[src/rtl/dmem_apb_arbiter.sv]
// Round-robin two-port arbiter sequencing data memory accesses over APB.
// Port 0 is the LSU, port 1 the debug/DMA agent.
module dmem_apb_arbiter #(
    parameter int DMEM_W = 12
) (
    input  logic                   clk_i,
    input  logic                   rst_i,
    input  logic [1:0]             m_req_i,
    input  logic [1:0]             m_we_i,
    input  logic [1:0][DMEM_W-1:0] m_addr_i,
    input  logic [1:0][31:0]       m_wdata_i,
    input  logic [1:0][3:0]        m_be_i,
    output logic [1:0]             m_gnt_o,
    output logic [1:0]             m_rvalid_o,
    output logic [31:0]            m_rdata_o,
    output logic [DMEM_W-1:0]      paddr_o,
    output logic                   psel_o,
    output logic                   penable_o,
    output logic                   pwrite_o,
    output logic [31:0]            pwdata_o,
    output logic [3:0]             pstrb_o,
    input  logic [31:0]            prdata_i,
    input  logic                   pready_i
);

    localparam logic [1:0] IDLE   = 2'd0;
    localparam logic [1:0] SETUP  = 2'd1;
    localparam logic [1:0] ACCESS = 2'd2;

    logic [1:0] state_q;
    logic [1:0] state_d;
    logic       last_q;
    logic       owner_q;
    logic       winner;
    logic       grant;
    logic       done;

    // On a tie the port not served last wins; otherwise the lone requester.
    assign winner = (m_req_i == 2'b11) ? ~last_q : m_req_i[1];
    assign grant  = (state_q == IDLE) && (|m_req_i) && !rst_i;
    assign done   = (state_q == ACCESS) && pready_i;

    assign m_gnt_o   = grant ? (winner ? 2'b10 : 2'b01) : 2'b00;
    assign psel_o    = (state_q != IDLE);
    assign penable_o = (state_q == ACCESS);

    always_comb begin
        state_d = state_q;
        unique case (state_q)
            IDLE:    if (grant) state_d = SETUP;
            SETUP:   state_d = ACCESS;
            ACCESS:  if (pready_i) state_d = IDLE;
            default: state_d = IDLE;
        endcase
    end

    always_ff @(posedge clk_i) begin
        if (rst_i) begin
            state_q    <= IDLE;
            last_q     <= 1'b1;
            owner_q    <= 1'b0;
            paddr_o    <= '0;
            pwrite_o   <= 1'b0;
            pwdata_o   <= '0;
            pstrb_o    <= '0;
            m_rdata_o  <= '0;
            m_rvalid_o <= '0;
        end else begin
            state_q    <= state_d;
            m_rvalid_o <= '0;
            if (grant) begin
                last_q   <= winner;
                owner_q  <= winner;
                paddr_o  <= m_addr_i[winner];
                pwrite_o <= m_we_i[winner];
                pwdata_o <= m_wdata_i[winner];
                pstrb_o  <= m_we_i[winner] ? m_be_i[winner] : 4'b0000;
            end
            if (done) begin
                m_rvalid_o <= owner_q ? 2'b10 : 2'b01;
                if (!pwrite_o) m_rdata_o <= prdata_i;
            end
        end
    end

endmodule

[config.mk]
export PLATFORM = sky130hd
export DESIGN_NAME = dmem_apb_arbiter
export DESIGN_NICKNAME = d
export VERILOG_FILES = /design/src/rtl/dmem_apb_arbiter.sv
export SDC_FILE = /design/constraint.sdc
export NUM_CORES = 1
export LEC_CHECK = 0
export CAP_MARGIN = 5
export CORE_ASPECT_RATIO = 1.25
export CORE_MARGIN = 3
export CORE_UTILIZATION = 37
export CTS_CLUSTER_SIZE = 40
export DETAILED_ROUTE_END_ITERATION = 7
export PLACE_DENSITY_LB_ADDON = 0.25
export SYNTH_ARGS = -nofsm -noshare
export SYNTH_HDL_FRONTEND = slang
export SYNTH_SLANG_ARGS = --single-unit
[constraint.sdc]
create_clock -name clk_i -period 2.3 [get_ports clk_i]
set_clock_uncertainty 0.15 [all_clocks]
set_input_delay 0.46 -clock clk_i [delete_from_list [all_inputs] [get_ports clk_i]]
set_output_delay 0.46 -clock clk_i [all_outputs]
set_load 0.1 [all_outputs]
-- Yosys cells after proc, flatten, opt, wreduce, memory -nomap -nowiden
Index checks and enable logic that the tools add are counted.
- word-level logic and storage cells: 44
- output and inout bits: 87
- register bits: 87
- input port bits: 135
- $lt $le $gt $ge: 1
- equal/unequal tests: 5
- multiplexer cells: 16
- bitwise gates (word level): 3
- reduce and logical (&&, ||, !) cells: 10
- operators by type and width (kind ; count):
    $mux 32 ; 2
    $mux 12 ; 2
    $mux 4 ; 3
    $mux 2 ; 5
    $pmux 2 s3 ; 1
    $eq 2x2->1 const B ; 2
    $reduce_and 2->1 ; 2
    $reduce_or 2->1 ; 2
    $logic_and 1x1->1 ; 3
    $mux 1 ; 3
    $not 1->1 ; 3
    $eq 2x1->1 const B ; 1
    $logic_not 2->1 ; 1
    $lt 1x2->1 const B ; 1
    $ne 2x1->1 const B ; 1
    $ne 2x2->1 const B ; 1
    $reduce_bool 2->1 ; 1
    $logic_not 1->1 ; 1

-- Depth between registers and ports, before layout
Gate-level depths: netlist (run 1).
- word-level depth: 5
- gate-level depth with buffers: 7
- gate-level depth less buffers: 5

-- Least setup slack after synthesis (run 1)
Ideal clock, no wire load.
- kind: flip-flop to output port
- start point: register state_q[1]
- end point: output m_gnt_o[1]
- data arrival time: 2.990 ns
- data required time: 1.690 ns
- path buffers: 2
- stages on the path, launching flop included: 6
- setup slack: -1.300 ns
- cells stage by stage: dfxtp_1 -> or2_1 -> or3_1 -> buf_2 -> buf_6 -> nor2_1
- longest elaborated chain between the ends: 4
- RTL lines (what ; line ; source):
    from (decl) ; 30 ; logic [1:0] state_q;
    from (signal assigned) ; 69 ; state_q <= state_d;
    $logic_not 2->1 ; 40 ; assign grant = (state_q == IDLE) && (|m_req_i) && !rst_i;
    $logic_and 1x1->1 (2 in series) ; 40 ;
    $mux 2 ; 43 ; assign m_gnt_o = grant ? (winner ? 2'b10 : 2'b01) : 2'b00;
    to (decl) ; 13 ; output logic [1:0] m_gnt_o,
No other way between the ends.

-- Final worst setup path (run 1)
Same ends and word-level chain as after synthesis.

==> results list, run 1 <==
- First-pass GRT wire length: 18.5 mm
- Among all flip-flop cells after synthesis, the most frequent one is dfxtp_1.
* HPWL Detailed: 8.89 mm
- Finish-stage setup viols: 0
- Number of buffers and inverters on the critical path: 1
- Fraction of layout cells with a size suffix above 1: 27.1%
- By count the netlist is led by 106 x nand2_1, 87 x dfxtp_1, 73 x a21oi_1.
* Most used standard cell by instance count after synthesis: nand2_1
- The first detailed-routing pass ran for 4 iterations.
* Slowest CP cell: or3_4
* CTS max path bufs: 2
- The tool flagged a number of max-cap violations equal to 0.
* Pin count of the biggest net entering global routing: 76
- The H-tree was split into 3 levels.
* Crit path kind: flip-flop to output pin
* Gpl congestion: 0.756
- The internal portion of the total power is 3.13 mW.
* Std-Cell Core Area: 0.00932 mm^2
* Maximum cell stage delay along the critical path: 0.38 ns
* Cell Pwr Density: 787 mW/mm^2
- Each instance of the synthesized netlist takes up on average 8.52 um^2.
- Sequential element share of the synthesized area: 48.2%
- Number of buffers inserted by hold repair at cts: 0
- Maximum net fanout on the critical path: 3
- Registers are responsible for 34.0% of the overall power.
- At the later pin of the worst-skew pair, clock insertion delay measures 0.33 ns.
- Via Count: 3818
- Counting flops and latches in the post-synthesis netlist gives 87.
* Critical Path End Type: output pin
- Die X: 94.4 um
- Standard cell area after detailed placement: 0.00587 mm^2
- The worst pin sits at a relative slew slack of 30.7%.
* Netlist Area Pre-Place: 0.00361 mm^2
- The number of antenna violations at the first check in global routing came to 0.
* PortBufs: 221
- Die Footprint: 0.0110 mm^2
* Per-cell routed wire length: 15.6 um
* Die extent in y: 116 um
* Total stage count of the critical path: 4
- Number of cells produced by synthesis: 424
- The number of global-route vias before repair is 3736.
- Clock-pin slew was measured on the worst setup and hold paths at 0.06 ns.
* Detailed Route WL: 12.0 mm
- For this run, the top clock speed supported by timing is 451 MHz.
- Unrepaired setup endpoints after global routing: false
- Clock tree synthesis inserted a total of 9 buffers.
* Antenna viol nets, final: 0
* Cells taking the most area after synthesis: dfxtp_1 48%, a211oi_2 14%, nand2_1 11%
* Portion of total power attributed to the clock network: 32.0%
- During synthesis, Yosys emitted a total of 0 warnings.
- Via-to-Cell Ratio: 4.95
* VDD IR max: 0.000532 V
- In this run the power spent charging and discharging nets is 1.78 mW.
- Summed over its instances, the top area cell type makes up 48.2% of the synthesized netlist area.
- STA puts the critical path data required time at 1.69 ns.
* Share of synthesized flip-flops with an asynchronous set or reset: 0%
- Grouping stages by cell kind, the critical path spends the most delay in simple AND/OR/NAND/NOR gates.
- Final hold analysis gives a worst-case slack of 0.301 ns.
- Static Leakage: 2.54 nW
- Number of flops mapped to enable cells by yosys: 0
- Number of different library cells in the post-synthesis netlist: 26
- Worst path arrival time: 1.61 ns
- Number of remaining DRC errors: 0
* Crit start category: flip-flop
- The number of slew-limit violations in the final report is 0.
* Effective utilization at floorplan: 38.8%
* Violation count after the first detailed-routing iteration: 110
* Cell taking the most area after synthesis: dfxtp_1
- During I/O placement, the number of pins put on the boundary was 222.
- Transition time at the pin with the least slew margin: 1.04 ns
- Number of standard-cell rows in the floorplan: 39
- Cell count of the worst hold path: 1
- Compared with the post-synthesis result, the final layout area differs by 72.4%.
- Traced cell by cell, the critical path runs through or2_4 > or3_4 > nor2_4 > buf_12.
- Fin crit period: 2.22 ns
- For this design, the sink count on the clock tree is 87.
* Nets: 779
- TritonCTS clock tree: yes
- The cell sitting at the root of the clock tree is a clkbuf_16.
- Congestion Overflow GR: 0
* GRT Overall Usage: 21.3%
- Net switching is 36.3% of the power.
* Path category of the worst min-delay check: flip-flop to flip-flop
- Final standard cell area without fillers: 0.00623 mm^2
* Power share of the combinational group: 33.9%
- Register-to-Register Path Depth: 6
* Post-route fraction of the period consumed by the critical path: 96.4%
- The number of hold violations in the final report is 0.
* Run status: finished, final reports clean
* Diode count: 0
- Counting every net in the synthesized netlist gives 559.
## metal layers
| metal | wire [um] | global-route usage (%) | up-vias | share of wire, % |
|---|---|---|---|---|
| li1 | - | - | 1883 | - |
| met1 | 4790 | 24.9 | 1737 | 40 |
| met2 | 5800 | 36.0 | 172 | 48 |
| met3 | 1130 | 7.02 | 26 | 9.4 |
| met4 | 323 | 8.48 | 0 | 2.7 |
| met5 | 0 | 0 | - | 0 |
## worst register-to-register path, cell delays in order, from the launching register on
cell and delay (ns):
dfxtp_2 0.32, or2_4 0.25, or3_4 0.38, buf_4 0.17, buf_4 0.24, a21oi_1 0.20, a211oi_2 0.09
## worst paths after layout
kind,from,to,slack [ns]
worst max register to register,state_q[1]$_SDFFE_PP0P_,paddr_o[2]$_SDFFE_PP0P_,0.34
worst min register to register,owner_q$_SDFFE_PP0P_,m_rvalid_o[0]$_SDFF_PP0_,0.30
worst max-delay path,state_q[1]$_SDFFE_PP0P_,m_gnt_o[1],0.08
worst min-delay path,owner_q$_SDFFE_PP0P_,m_rvalid_o[0]$_SDFF_PP0_,0.30
## per-stage QoR
stage | setup TNS [ns] | total power, mW | worst slack (ns) | std cells | utilization [%]
after floorplan | -0.317 | 2.82 | -0.143 | 424 | -
after global placement | -5.03 | 3.34 | -0.212 | 752 | 63.0
after detailed placement | -5.93 | 3.36 | -0.218 | 752 | 63.0
after CTS | 0 | 4.95 | 0.00206 | 772 | 66.8
after global routing | 0 | 5.11 | 0.0302 | 772 | 66.8
final | 0 | 4.90 | 0.0837 | 772 | 66.8
## cells in the final DEF (no fill, tap or decap), drive strengths merged, types with 6 or more instances in the layout
master | synthesis | final
buf | 12 | 111
mux2i | 6 | 6
clkbuf | 23 | 10
a211oi | 40 | 40
clkdlybuf4s50 | 0 | 131
dfxtp | 87 | 87
a21oi | 73 | 73
nor2 | 52 | 52
nand2 | 106 | 106
## registers in the layout (all words and copies together) (netlist names)
register / cells
m_rdata_o: 32
pwdata_o: 32
paddr_o: 12
pstrb_o: 4
m_rvalid_o: 2
state_q: 2
last_q: 1
owner_q: 1
pwrite_o: 1
## what timing repair did
item / CTS / global route
setup buffers: 4 / 0
pin swaps: 3 / 2
hold endpoints to repair: 0 / 0
gates resized for setup: 4 / 0
endpoints found under the setup margin: 2 / 1
## power by group through the flow
stage,logic (mW),registers (mW),clock network (mW)
2_1_floorplan,0.425,2.40,0
3_3_place_gp,1.64,1.70,0
3_5_place_dp,1.66,1.70,0
4_1_cts,1.67,1.67,1.61
5_1_grt,1.74,1.68,1.69
6_report,1.66,1.67,1.57
## cell families (layout without fill, tap and decap cells)
group | Yosys count | count (layout) | synth area share (%)
AOI/OAI and AO/OA | 124 | 124 | 26.6
buffers and inverters | 37 | 262 | 5.19
DFF | 87 | 87 | 48.2
muxes | 6 | 6 | 1.66
and+or+nand+nor | 170 | 170 | 18.4
## final cells by class
cell class	instances	area, um^2
repair buffers	244	2270
well taps	123	154
flip-flops and latches	87	1740
clock buffers	10	239
inverters	2	12.5
fillers	783	3090
clock inverters	6	83.8
multi-input cells	300	1720
Power figures use the tool's default switching activity.
==> run 2: changes to the inputs <==
CORE_MARGIN = 2   (was 3)
==> results list, run 2 (synthesis results as in run 1) <==
- Summed negative setup slack over all endpoints: 0 ns
- The number of hold violations in the final report came to 0.
* Number of top-level pins: 222
- Cell Pwr Density: 780 mW/mm^2
* Crit start category: flip-flop
* Achievable Freq: 451 MHz
- Measured in cells, the most critical reg-to-reg path has a length of 6.
* Run status: finished, final reports clean
* Number of remaining DRC errors: 0
- Headroom to the max-slew limit came out at 31.4%.
- The clock net in this run drives a total of 87 sinks.
- After detailed placement, the total cell area comes to 0.00583 mm^2.
- In this run the worst setup path terminates at m_gnt_o[1].
- Congestion Overflow GR: 0
* Detailed Route WL: 11.7 mm
* Number of standard-cell rows in the floorplan: 40
* RR Startpoint: state_q[1]$_SDFFE_PP0P_
* Critical Path End Type: output pin
* HPWL Detailed: 8.55 mm
* CTS clock-pin slew for the worst setup and hold paths: 0.06 ns
- Sequential cell area in the final layout: 0.00174 mm^2
* Per-cell routed wire length: 15.2 um
- Port buffering added 221 buffers.
- The repair_antennas step left the layout with diodes totalling 0.
* Portion of total power attributed to the clock network: 31.2%
* Proportion of total power due to net switching: 36.0%
- Dividing the detail-routed via count by the number of cells gives 4.89.
- Crit path kind: flip-flop to output pin
* Area Overhead vs Synth: 71.1%
- Maximum cell stage delay along the critical path: 0.38 ns
- Total stage count of the critical path: 4
- Once layout is complete, the cells apart from fillers number 772.
- Total of fill cells in the finished design: 816
- Max H-tree Level: 3
- The number of global-route vias before repair is 3875.
* Via Count: 3772
- Together, buffers and inverters on the worst path number 1.
* Post-route fraction of the period consumed by the critical path: 96.4%
- CTS max path bufs: 2
* Power dissipated by switching net loads: 1.74 mW
* Cells along the critical path: or2_4 > or3_4 > nor2_4 > buf_12
* Max_cap viols: 0
- Path category of the worst min-delay check: flip-flop to flip-flop
- Sequential cells account for 34.7% of the total power.
- Registers with the highest flip-flop counts: m_rdata_o (32), pwdata_o (32), paddr_o (12)
* Die Footprint: 0.0106 mm^2
- Std-Cell Core Area: 0.00956 mm^2
* First-pass GRT wire length: 18.5 mm
- Setup violations remaining at the end of the flow were counted as 0.
* TritonCTS clock tree: yes
* Pin count of the biggest net entering global routing: 76
- For this configuration, the core starts out at a cell density of 37.8%.
- IR analysis of the VDD net gives a maximum drop of 0.000383 V.
* Gpl congestion: 0.798
* Reg2reg setup slack: 0.36 ns
* Worst path arrival time: 1.61 ns
- Counting tap cells, the placed design contains a total of 751 instances.
- Commonest cells after routing, fill and taps aside: 131 x clkdlybuf4s50_1, 106 x nand2_1, 100 x buf_4
- The smallest clock period supported by the final layout is computed as 2.22 ns.
- Final Slew Violations: 0
* Data required time of the worst path: 1.69 ns
- In this run the static leakage power is 2.51 nW.
- Worst reg2reg endpoint: paddr_o[10]$_SDFFE_PP0P_
- Setup repair after global routing left no endpoint under its margin.
- Internal Power: 3.09 mW
* Nets: 776
- Number of buffers inserted by hold repair at cts: 0
- Along the worst path, the maximum fanout reaches 4.
- Slowest CP cell: or3_4
- From left edge to right edge, the die measures 92.4 um.
- After routing the design area is 0.00618 mm^2.
* Multi-input gate area in the final layout: 0.00172 mm^2
- Number of buffers created by CTS: 9
- For the pin with the worst max-slew slack, the measured transition is 1.03 ns.
- Clock Latency Late Sink: 0.33 ns
* Die extent in y: 114 um
- GRT Overall Usage: 21.8%
- Of the cells placed in the final design, the portion with a size suffix greater than 1 is 26.5%.
* Root buffer cell: clkbuf_16
- Power share of the combinational group: 34.2%
* Fin Hold WS: 0.289 ns
- Critical path's top delay family: simple AND/OR/NAND/NOR gates
- Worst Setup SP: state_q[1]$_SDFFE_PP0P_
* Violation count after the first detailed-routing iteration: 122
* DRT Pass-1 Iters: 4
- The number of antenna violations at the first check in global routing was 0.
- In this run the remaining antenna-violating nets after routing total 0.
- Leaving out fill and tap cells, the most frequent cell in the layout is clkdlybuf4s50_1.
-- run 2: changes by cell type in the layout (fill, tap and decap cells not counted), sizes merged --
cell / before / now
clkbuf: 10 / 12
clkinv: 5 / 3
buf: 111 / 108
-- run 2: routing by layer --
metal / track usage (%) / vias to the layer above / share of wire (%)
li1: - / 1875 / -
met2: 39.9 / 165 / 49
met4: 9.35 / 0 / 2.6
met1: 23.5 / 1712 / 39
met3: 5.92 / 20 / 8.8
met5: 0 / - / 0
-- run 2: worst min path at each step --
stage / endpoint / start / cells past startpoint / slack [ns]
after floorplan: m_rvalid_o[0]$_SDFF_PP0_ / owner_q$_SDFFE_PP0P_ / 1 / 0.27
after global placement: m_rvalid_o[0]$_SDFF_PP0_ / owner_q$_SDFFE_PP0P_ / 1 / 0.27
after detailed placement: m_rvalid_o[0]$_SDFF_PP0_ / owner_q$_SDFFE_PP0P_ / 1 / 0.29
after CTS: m_rvalid_o[0]$_SDFF_PP0_ / owner_q$_SDFFE_PP0P_ / 1 / 0.30
after global routing: m_rdata_o[2]$_SDFFE_PP0P_ / m_rdata_o[2]$_SDFFE_PP0P_ / 2 / 0.32
final: m_rvalid_o[0]$_SDFF_PP0_ / owner_q$_SDFFE_PP0P_ / 1 / 0.29
-- run 2: power groups by stage --
stage	sequential, mW	clock, mW	combinational, mW
floorplan	2.40	0	0.425
global placement	1.70	0	1.62
detailed placement	1.71	0	1.64
CTS	1.67	1.54	1.66
global route	1.68	1.61	1.72
finish	1.67	1.50	1.65
-- run 2: metrics by stage --
step	util, %	power, mW	worst slack (ns)
2_1_floorplan	-	2.82	-0.143
3_3_place_gp	61.0	3.32	-0.243
3_5_place_dp	61.0	3.35	-0.266
4_1_cts	64.7	4.87	-0.00842
5_1_grt	64.7	5.01	0.0280
6_report	64.7	4.83	0.0823
-- run 2: area by class of cell --
type / instances / area share (%)
Timing Repair Buffer: 241 / 36.2
Sequential cell: 87 / 28.2
Multi-Input combinational cell: 300 / 27.9
Clock buffer: 12 / 3.82
Tap cell: 126 / 2.55
Clock inverter: 4 / 1.13
Inverter: 2 / 0.202
-- run 2: worst register-to-register path, delay by kind of cell (launching register included) --
kind                   cells  cell delay (ns)
buffers and inverters      2             0.39
DFF                        1             0.32
AOI/OAI and AO/OA          2             0.28
and+or+nand+nor            2             0.64
-- run 2: repair_timing --
action                     CTS  global route
setup buffers                5             0
resized for setup            5             0
pin swaps                    3             2
setup endpoints to repair    2             2
